## config.mk

```make
export PLATFORM = sky130hd
export DESIGN_NAME = uart_receiver
export DESIGN_NICKNAME = d
export VERILOG_FILES = /design/src/rtl/uart_pkg.sv /design/src/rtl/uart_baud_tick.sv /design/src/rtl/uart_receiver.sv
export SDC_FILE = /design/constraint.sdc
export NUM_CORES = 1
export LEC_CHECK = 0
export CORE_ASPECT_RATIO = 1.5
export CORE_MARGIN = 2
export CORE_UTILIZATION = 31
export DETAILED_ROUTE_END_ITERATION = 12
export PLACE_DENSITY = 0.5
export SLEW_MARGIN = 40
export SYNTH_ARGS = -nofsm -noshare
export SYNTH_HDL_FRONTEND = slang
export SYNTH_SLANG_ARGS = --single-unit
```

## constraint.sdc

```tcl
create_clock -name sysclk -period 5.3 [get_ports sysclk]
set_clock_uncertainty 0.15 [all_clocks]
set_input_delay 1.59 -clock sysclk [delete_from_list [all_inputs] [get_ports sysclk]]
set_output_delay 1.59 -clock sysclk [all_outputs]
set_load 0.02 [all_outputs]
```

## src/rtl/uart_pkg.sv

```systemverilog
// uart_pkg: receiver states, oversampling constants and the baud divisor helper.
package uart_pkg;
  typedef enum logic [2:0] {IDLE, START, DATA, PARITY, STOP} state_t;
  localparam int OVERSAMPLE = 16;
  localparam int MID_SAMPLE = 7;
  function automatic int baud_div(input int clk_freq, input int baud);
    return clk_freq / (baud * OVERSAMPLE);
  endfunction
endpackage

```

## src/rtl/uart_baud_tick.sv

```systemverilog
// uart_baud_tick: one-cycle tick every DIV clocks; clr holds the divider at phase zero.
module uart_baud_tick #(
  parameter int DIV = 651
) (
  input  logic sysclk,
  input  logic reset_n,
  input  logic clr,
  output logic tick
);
  localparam int W = DIV > 1 ? $clog2(DIV) : 1;
  logic [W-1:0] cnt;
  assign tick = cnt == W'(DIV - 1);
  always_ff @(posedge sysclk or negedge reset_n)
    if (!reset_n) cnt <= '0;
    else cnt <= (clr || tick) ? '0 : cnt + 1'b1;
endmodule

```

## src/rtl/uart_receiver.sv

```systemverilog
// uart_receiver: 16x-oversampled 8N1 UART receive stage with valid/ack handshake, framing and overrun flags.
// Define UART_RX_PARITY_EN for 8E1 framing with a one-cycle parity_error pulse.
module uart_receiver #(
  parameter int CLK_FREQ   = 100_000_000,
  parameter int BAUD       = 9600,
  parameter int OVERSAMPLE = 16
) (
  input  logic       sysclk,
  input  logic       reset_n,
  input  logic       enable,
  input  logic       uart_rx,
  input  logic       rx_ack,
  output logic [7:0] rx_data,
  output logic       rx_valid,
  output logic       frame_error,
  output logic       overrun,
  output logic       busy
`ifdef UART_RX_PARITY_EN
  ,
  output logic       parity_error
`endif
);
  import uart_pkg::*;
  localparam int SW = $clog2(OVERSAMPLE);
  localparam logic [SW-1:0] SC_LAST = SW'(OVERSAMPLE - 1);
  localparam logic [SW-1:0] SC_MID = SW'(MID_SAMPLE);
  state_t state;
  logic [1:0] sync;
  logic [SW-1:0] sc;
  logic [2:0] bc;
  logic [7:0] shreg;
  logic rx_s, tick, mid, last, stop_hit, par_bad, good;
  assign rx_s = sync[1];
  assign busy = state != IDLE;
  assign mid = tick && sc == SC_MID;
  assign last = tick && sc == SC_LAST;
  assign stop_hit = enable && state == STOP && last;
  assign good = stop_hit && rx_s && !par_bad;
  uart_baud_tick #(.DIV(baud_div(CLK_FREQ, BAUD))) u_tick (
    .sysclk (sysclk),
    .reset_n(reset_n),
    .clr    (state == IDLE),
    .tick   (tick)
  );
  always_ff @(posedge sysclk or negedge reset_n)
    if (!reset_n) sync <= 2'b11;
    else sync <= {sync[0], uart_rx};
  // Leaving STOP at the mid-stop sample lets a back-to-back start bit be caught.
  always_ff @(posedge sysclk or negedge reset_n)
    if (!reset_n) begin
      state <= IDLE;
      sc    <= '0;
      bc    <= '0;
      shreg <= '0;
    end else if (busy && !enable) state <= IDLE;
    else
      case (state)
        IDLE: if (enable && !rx_s) begin
          sc    <= '0;
          state <= START;
        end
        START: if (tick) begin
          sc <= mid ? '0 : sc + 1'b1;
          bc <= '0;
          if (mid) state <= rx_s ? IDLE : DATA;
        end
        DATA: if (tick) begin
          sc <= sc + 1'b1;
          if (last) begin
            shreg <= {rx_s, shreg[7:1]};
            bc    <= bc + 1'b1;
`ifdef UART_RX_PARITY_EN
            if (&bc) state <= PARITY;
`else
            if (&bc) state <= STOP;
`endif
          end
        end
        PARITY, STOP: if (tick) begin
          sc <= sc + 1'b1;
          if (last) state <= state == STOP ? IDLE : STOP;
        end
        default: state <= IDLE;
      endcase
  always_ff @(posedge sysclk or negedge reset_n)
    if (!reset_n) begin
      rx_data     <= '0;
      rx_valid    <= 1'b0;
      frame_error <= 1'b0;
      overrun     <= 1'b0;
    end else begin
      frame_error <= stop_hit && !rx_s;
      rx_valid    <= good || (rx_valid && !rx_ack);
      overrun     <= (good && rx_valid && !rx_ack) || (overrun && !rx_ack);
      if (good) rx_data <= shreg;
    end
`ifdef UART_RX_PARITY_EN
  logic par;
  assign par_bad = ^{shreg, par};
  always_ff @(posedge sysclk or negedge reset_n)
    if (!reset_n) begin
      par          <= 1'b0;
      parity_error <= 1'b0;
    end else begin
      if (state == PARITY && last) par <= rx_s;
      parity_error <= stop_hit && rx_s && par_bad;
    end
`else
  assign par_bad = 1'b0;
`endif
endmodule

```

# Word level (Yosys, flattened, before mapping)
# Index checks and enable logic that the tools add are counted.
# classes
mux	22
eq_ne	20
add_sub_neg	3
n_reduce_logical	29
mul	0
n_shift	0
n_bitwise	1
order_cmp	0
n_div	0
# ops
op	count
two-way mux 3 bit	13
inequality test 3 bit (second input constant)	8
two-way mux 4 bit	4
logical AND 1 bit	12
one-hot mux 3 bit (4 select lines)	1
one-hot mux 4 bit (3 select lines)	1
adder 10 x 1 -> 10 bit (second input constant)	1
== test 10 bit (second input constant)	1
two-way mux 10 bit	1
AND reduction 5 bit	2
inequality test 2 bit (second input constant)	4
AND reduction 8 bit	1
== test 3 x 2 -> 1 bit (second input constant)	2
one-hot mux 3 bit (2 select lines)	1
nonzero test 3 bit	2
adder 4 x 1 -> 4 bit (second input constant)	1
== test 4 x 3 -> 1 bit (second input constant)	1
== test 4 bit (second input constant)	1
AND reduction 4 bit	1
adder 3 x 1 -> 3 bit (second input constant)	1
== test 3 x 1 -> 1 bit (second input constant)	1
== test 3 bit (second input constant)	1
logical NOT 1 bit	3
logical NOT 3 bit	1
other kinds (8)	10
# word_totals
output_inout_bits	12
n_memories	0
latch_bits	0
inputBits	5
mem_bits_ro	0
register_bits	41
mem_bits_rw	0
elab_cells	85

# Depth between registers and ports, before layout
# Gate-level depths: netlist of the first run.
# logic_depth
word_depth	7
depth_mapped	7
mapped_depth_nobuf	7

# By module
# From an unflattened synthesis of the first run, not the netlist that was laid out.
# hier_totals
hier_cells	169
area_unflattened_um2	1956.9
# modules_own_cells
module	seq_area_each_um2	area_per_inst_um2	n_inst	cells_per_inst
uart_receiver	778.2	1443.9	1	118
uart_baud_tick	250.2	513.0	1	51

# Worst setup path before layout of the first run
# No wires, ideal clock.
# synth_path
path_type	input to register
startpoint	input enable
endpoint	register shreg[0]
path_buffers	1
setup_time_ns	0.125
cell_stages	5
required_time_ns	5.025
slack_ns	2.390
arrival_ns	2.635
cell_sequence	nand4_1 -> nor4_1 -> nand3b_1 -> clkbuf_1 -> mux2_2
# synth_between
elab_chain_cells	4
# synth_rtl
element	line_no	text
from (decl)	uart_receiver.sv:10	input logic enable,
logical NOT 1 bit	uart_receiver.sv:55	end else if (busy && !enable) state <= IDLE;
logical AND 1 bit	uart_receiver.sv:55	
NOT 1 bit (no source line)	-	
AND reduction 4 bit (no source line)	-	
to (signal assigned)	uart_receiver.sv:70	shreg <= {rx_s, shreg[7:1]};
to (decl)	uart_receiver.sv:31	logic [7:0] shreg;
# No other way between the ends.
# A chain may end at the register's enable or synchronous reset.

# Final worst setup path of the first run
# layout_path
startpoint	register state[0]
endpoint	output busy
# layout_between
elab_chain_cells	1
# layout_rtl
element	line_no	text
from (decl)	uart_receiver.sv:27	state_t state;
from (signal assigned)	uart_receiver.sv:65	if (mid) state <= rx_s ? IDLE : DATA;
from (signal assigned)	uart_receiver.sv:81	if (last) state <= state == STOP ? IDLE : STOP;
nonzero test 3 bit	uart_receiver.sv:34	assign busy = state != IDLE;
to (decl)	uart_receiver.sv:17	output logic busy
# No other way between the ends.

==> metrics.log, run 1 <==
[metrics] status: completed
[metrics] met2 wire length: 1750 um
[metrics] Startpoint Class: flip-flop
[metrics] number of flops mapped to enable cells by yosys: 0
[metrics] remaining antenna violation count after routing: 0
[metrics] Syn Nets: 177
[metrics] pin count of the biggest net entering global routing: 42
[metrics] ratio of final minimum period to clock period: 67.3%
[metrics] cell taking the most area after synthesis: sky130_fd_sc_hd__dfrtp_1
[metrics] Finished Core Util: 37.4%
[metrics] Core Footprint: 5870 um2
[metrics] synthesized area per cell: 11.4 um2
[metrics] via count of the first global-routing pass: 1340
[metrics] top routing layer used: met4
[metrics] number of top-level pins: 17
[metrics] nets@finish: 193
[metrics] FFs w/ async S/R, synth: 100%
[metrics] Critical Setup Path Class: flip-flop to output port
[metrics] power density over the cells: 262 nW/um2
[metrics] number of DRC violations after detailed routing: 0
[metrics] CP Max Fanout: 13
[metrics] number of hold-repair buffers added at the cts stage: 0
[metrics] ratio of cells with drive above 1 in the final layout: 19.6%
[metrics] antenna cells: 0
[metrics] Synth Register Bits: 41
[metrics] area growth from synthesis to layout: 15.7%
[metrics] maximum resistive drop on vdd: 0.155 mV
[metrics] top cell type's share of synthesized area: 51.3%
[metrics] number of buffers added for setup after CTS: 0
[metrics] number of antenna violations at the first check in global routing: 0
[metrics] max-cap violation count: 0
[metrics] most frequent standard cell in the layout excluding fill and tap cells: sky130_fd_sc_hd__dfrtp_1
[metrics] peak clock frequency supported by timing: 280 MHz
[metrics] clock-pin transition on the worst setup and hold timing paths: 0.08 ns
[metrics] RSZ-0062 raised after global routing: false
[metrics] final sum of negative setup slack: 0 ns
[metrics] required time reported for the critical path endpoint: 3.56 ns
[metrics] worst-case register-to-register setup slack: 2.69 ns
[metrics] clock root buffer: sky130_fd_sc_hd__clkbuf_8
[metrics] Die Outline Area: 6790 um2
[metrics] Max Transition Viols Final: 0
[metrics] final hold violations: 0
[metrics] width of the die: 67.9 um
[metrics] mean routed wirelength per cell: 13.6 um
[metrics] TritonCTS Buffers: 5
[metrics] TritonCTS Sinks: 41
[metrics] row count: 34
[metrics] kind of end point of the critical path: output port
[metrics] number of vias per cell after detailed routing: 4.85
[metrics] TritonCTS clock tree: yes
[metrics] dpl hpwl: 2450 um
[metrics] most used cells in the layout excluding fill and tap cells: 39 x sky130_fd_sc_hd__dfrtp_1, 17 x sky130_fd_sc_hd__nor2_1, 17 x sky130_fd_sc_hd__mux2_2
[metrics] Hold Crit Start: sync[0]
[metrics] Total GRT Usage: 12.1%
[metrics] Worst R2R Start: u_tick.cnt[4]
[metrics] count of routing violations after the opening detailed-route iteration: 71
[metrics] Arr. time, crit path: 1.83 ns
[metrics] pin slew with the least headroom to its limit: 0.678 ns
[metrics] starting utilization of the core area: 32.4%
[metrics] leakage: 0.000989 uW
[metrics] maximum buffer depth of the clock tree: 2
[metrics] startpoint of the most critical setup path: state[0]
[metrics] # setup viols final: 0
[metrics] setup slack at placement: 1.46 ns
[metrics] synth top area cells: sky130_fd_sc_hd__dfrtp_1 51%, sky130_fd_sc_hd__mux2_2 10%, sky130_fd_sc_hd__nor2_1 3.4%
[metrics] Port Buf Inserts: 16
[metrics] Gates resized, CTS repair: 0
[metrics] Remaining Overflow, GRT: 0
[metrics] total via count after detailed routing: 1242
[metrics] first-pass detailed-route iteration total: 4
[metrics] Chip Height: 99.9 um
[metrics] wire length of the first global-routing pass: 6240 um
[metrics] number of levels the H-tree was split into: 2
[metrics] proportion of synthesized chip area in sequential cells: 54.1%
[metrics] total met3 wirelength after detailed routing: 143 um
[metrics] clock insertion delay at the later pin of the skew report: 0.29 ns
[metrics] Final min period: 3.57 ns
[metrics] Yosys cell types: 39
[metrics] min setup slack post-route: 1.73 ns
[metrics] Relative slew margins: 54.6%
[metrics] total wirelength of the detailed-routed design: 3480 um
[metrics] HP Class: flip-flop to flip-flop
[metrics] gate count of the mapped netlist: 167
[metrics] count of filler cells inserted in the layout: 581
[metrics] Met1 Routed Length: 1510 um
[metrics] top flip-flop cell by instance count after synthesis: sky130_fd_sc_hd__dfrtp_1
[metrics] final estimated routing congestion in global placement: 0.890
[metrics] cell area after technology mapping: 1900 um2
[metrics] Syn. warnings: 0
## metrics by stage
stage          cell area [um2]  hold WS [ns]  power (uW)  std cells
6_report                  2200         0.211         575        256
5_1_grt                   2200         0.212         607        256
4_1_cts                   2200         0.211         588        256
3_5_place_dp              2110         0.200         378        248
3_3_place_gp              2100         0.198         375        248
2_1_floorplan             1900         0.195         364        167
## final cells by class
type,instances,area [um2],area share (%)
clock buffer,5,68.8,3.13
clock inverter,3,22.5,1.02
inverter,7,26.3,1.20
multi-input combinational,112,805,36.6
sequential,41,1030,46.8
tap,72,90.1,4.10
timing repair buffer,16,158,7.17
## power breakdown
| part | switching [uW] | total, uW | internal, uW |
|---|---|---|---|
| clock | 111 | 203 | 92.3 |
| combinational | 19.8 | 35.3 | 15.5 |
| sequential | 15.0 | 336 | 321 |
| total | 146 | 575 | 429 |
## path summary, 6_finish.rpt
path	endpoint	cells after the start
max	busy	3
min	sync[1]	0
max reg2reg	sc[0]	5
min reg2reg	sync[1]	0
max in group asynchronous	sync[0]	1
min in group asynchronous	u_tick.cnt[6]	1
## state kept, by name (all words and copies together) (netlist names), 2 cells and up
| name | count |
|---|---|
| state | 3 |
| bc | 3 |
| rx_data | 8 |
| u_tick.cnt | 10 |
| sync | 2 |
| shreg | 8 |
| sc | 4 |
## worst max-delay path, cell delays in order (launching register included)
cell,delay [ns]
sky130_fd_sc_hd__dfrtp_1,0.51
sky130_fd_sc_hd__nor3_1,0.37
sky130_fd_sc_hd__inv_1,0.11
sky130_fd_sc_hd__clkdlybuf4s50_1,0.55
## layer usage
metal	up-vias	GRT usage, %
li1	609	-
met1	604	14.9
met2	23	19.3
met3	6	3.03
met4	0	5.85
met5	-	0
## synth_stat cells (2+ instances only)
library cell                n
sky130_fd_sc_hd__a21oi_1    3
sky130_fd_sc_hd__inv_1      7
sky130_fd_sc_hd__dfrtp_1   39
sky130_fd_sc_hd__nand3_1    5
sky130_fd_sc_hd__and3_1     2
sky130_fd_sc_hd__nand4_1    3
sky130_fd_sc_hd__clkbuf_1   4
sky130_fd_sc_hd__o21a_1     2
sky130_fd_sc_hd__and2_1     2
sky130_fd_sc_hd__nand2_1    8
sky130_fd_sc_hd__nor3_1     5
sky130_fd_sc_hd__nor2b_1    4
sky130_fd_sc_hd__a22o_2     2
sky130_fd_sc_hd__o21ai_0    8
sky130_fd_sc_hd__nand3b_1   4
sky130_fd_sc_hd__nor2_1    17
sky130_fd_sc_hd__dfstp_2    2
sky130_fd_sc_hd__buf_4      2
sky130_fd_sc_hd__mux2_2    17
sky130_fd_sc_hd__ha_1       5
sky130_fd_sc_hd__xnor2_1    5
sky130_fd_sc_hd__xor2_1     3
sky130_fd_sc_hd__o211ai_1   2
## kinds of logic after synthesis
logic type,synth area share [%]
DFF,54.1
muxes,10.6
adders and majority gates,3.29
xor gates and xnor gates,3.69
and+or+nand+nor,17.5
AOI/OAI and AO/OA,7.24
buffers and inverters,3.55
(Power assumes the default switching activity.)
==> run 2: changes to the inputs <==
- clock period: 5.3 -> 3.35 ns (I/O delays scaled with it)
==> run 2 against run 1 <==
  * Via count up 1.2%
  * Register-to-register slack got worse by 2.0 ns
  * Cell area is 0.63% higher
  * First-iteration DRC count grew 34%
  * Global-route usage up 0.11 points
  * Clock power rose by 60%
  * Clock-buffer cell count is 1 higher
  * Power is 59% higher
  * Final cell count up 0.39%
  * Critical endpoint unchanged
==> metrics.log, run 2 (synthesized netlist as in run 1, its figures left out) <==
[metrics] clock-pin transition on the worst setup and hold timing paths: 0.07 ns
[metrics] TritonCTS clock tree: yes
[metrics] total wirelength of the detailed-routed design: 3550 um
[metrics] HP Class: flip-flop to flip-flop
[metrics] maximum buffer depth of the clock tree: 2
[metrics] FF/Latch Area: 1030 um2
[metrics] pin count of the biggest net entering global routing: 42
[metrics] TritonCTS Buffers: 5
[metrics] RSZ-0062 raised after global routing: false
[metrics] number of vias per cell after detailed routing: 4.89
[metrics] most frequent standard cell in the layout excluding fill and tap cells: sky130_fd_sc_hd__dfrtp_1
[metrics] clock root buffer: sky130_fd_sc_hd__clkbuf_8
[metrics] cell-by-cell trace of the critical path: nor3_1 -> inv_1 -> clkdlybuf4s50_1
[metrics] width of the die: 67.9 um
[metrics] count of routing violations after the opening detailed-route iteration: 95
[metrics] peak clock frequency supported by timing: 347 MHz
[metrics] count of buffer and inverter cells on the critical path: 2
[metrics] multi-input logic area: 805 um2
[metrics] wire length of the first global-routing pass: 6210 um
[metrics] largest registers: u_tick.cnt: 10 flops, rx_data: 8 flops, shreg: 8 flops
[metrics] final sum of negative setup slack: 0 ns
[metrics] first-pass detailed-route iteration total: 4
[metrics] area growth from synthesis to layout: 16.4%
[metrics] required time reported for the critical path endpoint: 2.19 ns
[metrics] Die Outline Area: 6790 um2
[metrics] TritonCTS Sinks: 41
[metrics] power density over the cells: 412 nW/um2
[metrics] Total GRT Usage: 12.2%
[metrics] Critical Setup Path Class: flip-flop to output port
[metrics] most used cells in the layout excluding fill and tap cells: 39 x sky130_fd_sc_hd__dfrtp_1, 17 x sky130_fd_sc_hd__nor2_1, 17 x sky130_fd_sc_hd__mux2_2
[metrics] Startpoint Class: flip-flop
[metrics] final hold violations: 0
[metrics] via count of the first global-routing pass: 1321
[metrics] Core Footprint: 5870 um2
[metrics] count of filler cells inserted in the layout: 594
[metrics] Slowest Stage Delay on Critical Path: 0.54 ns
[metrics] Relative slew margins: 54.7%
[metrics] maximum resistive drop on vdd: 0.198 mV
[metrics] Max Transition Viols Final: 0
[metrics] Gates resized, CTS repair: 0
[metrics] status: completed
[metrics] number of buffers added for setup after CTS: 0
[metrics] Finished Core Util: 37.7%
[metrics] critical path's top delay family: buffers and inverters
[metrics] Port Buf Inserts: 16
[metrics] worst hold-check slack: 0.208 ns
[metrics] Chip Height: 99.9 um
[metrics] number of top-level pins: 17
[metrics] number of levels the H-tree was split into: 2
[metrics] leakage: 0.00100 uW
[metrics] number of hold-repair buffers added at the cts stage: 0
[metrics] dpl hpwl: 2490 um
[metrics] ratio of cells with drive above 1 in the final layout: 20.0%
[metrics] row count: 34
[metrics] nets@finish: 195
[metrics] # setup viols final: 0
[metrics] ratio of final minimum period to clock period: 85.9%
[metrics] Final min period: 2.88 ns
[metrics] slowest stage cell on the critical path: sky130_fd_sc_hd__clkdlybuf4s50_1
[metrics] CP Max Fanout: 13
[metrics] Arr. time, crit path: 1.72 ns
[metrics] register name with the most flops: u_tick.cnt
[metrics] starting utilization of the core area: 32.4%
[metrics] mean routed wirelength per cell: 13.8 um
[metrics] kind of end point of the critical path: output port
[metrics] remaining antenna violation count after routing: 0
[metrics] max-cap violation count: 0
[metrics] final estimated routing congestion in global placement: 0.871
[metrics] antenna cells: 0
[metrics] pin slew with the least headroom to its limit: 0.677 ns
[metrics] number of flip-flops in the largest register: 10
[metrics] number of antenna violations at the first check in global routing: 0
[metrics] Remaining Overflow, GRT: 0
[metrics] total via count after detailed routing: 1257
[metrics] number of DRC violations after detailed routing: 0
[metrics] clock insertion delay at the later pin of the skew report: 0.29 ns
-- run 2: changes by cell type in the layout (fill, tap and decap cells not counted) --
cell / before / now
sky130_fd_sc_hd__buf_4: 1 / 3
sky130_fd_sc_hd__clkbuf_8: 5 / 6
sky130_fd_sc_hd__clkinvlp_4: 3 / 1
-- run 2: power breakdown --
part / total (uW) / switching [uW] / internal [uW]
clock network: 324 / 162 / 163
logic: 56.1 / 31.6 / 24.5
registers: 531 / 22.1 / 509
total: 911 / 215 / 696
-- run 2: layout make-up --
class	instances	area share, %
Sequential cell	41	46.5
Multi-Input combinational cell	112	36.4
Timing Repair Buffer	18	7.81
Tap cell	72	4.07
Clock buffer	6	3.73
Inverter	7	1.19
Clock inverter	1	0.339
-- run 2: through the flow --
| stage | cell area [um2] | worst slack, ns | cells | total power, uW |
|---|---|---|---|---|
| 6_report | 2210 | 0.472 | 257 | 911 |
| 3_3_place_gp | 2120 | 0.407 | 250 | 593 |
| 4_1_cts | 2210 | 0.452 | 257 | 935 |
| 2_1_floorplan | 1900 | 0.853 | 167 | 576 |
| 5_1_grt | 2210 | 0.322 | 257 | 965 |
| 3_5_place_dp | 2120 | 0.393 | 250 | 598 |
-- run 2: final timing paths --
kind                            depth (start not counted)     startpoint  slack (ns)             to
worst max-delay path                                    3       state[0]        0.47           busy
worst min-delay path                                    0        sync[0]        0.21        sync[1]
worst max register to register                          5  u_tick.cnt[4]        0.71          sc[0]
worst min register to register                          0        sync[0]        0.21        sync[1]
max in group asynchronous                               1        reset_n        2.13        sync[1]
min in group asynchronous                               1        reset_n        0.55  u_tick.cnt[5]
-- run 2: routing by layer --
metal | vias up | wire, um | GRT usage (%)
met3 | 6 | 131 | 3.03
met5 | - | 0 | 0
met4 | 0 | 67 | 5.69
met1 | 613 | 1570 | 14.9
met2 | 25 | 1780 | 19.7
li1 | 613 | - | -
==> run 3: changes to the inputs <==
- ABC_CLOCK_PERIOD_IN_PS: not set -> 3350
==> results of run 3 <==
Final layout, timing and power as in run 2 (identical DEF).
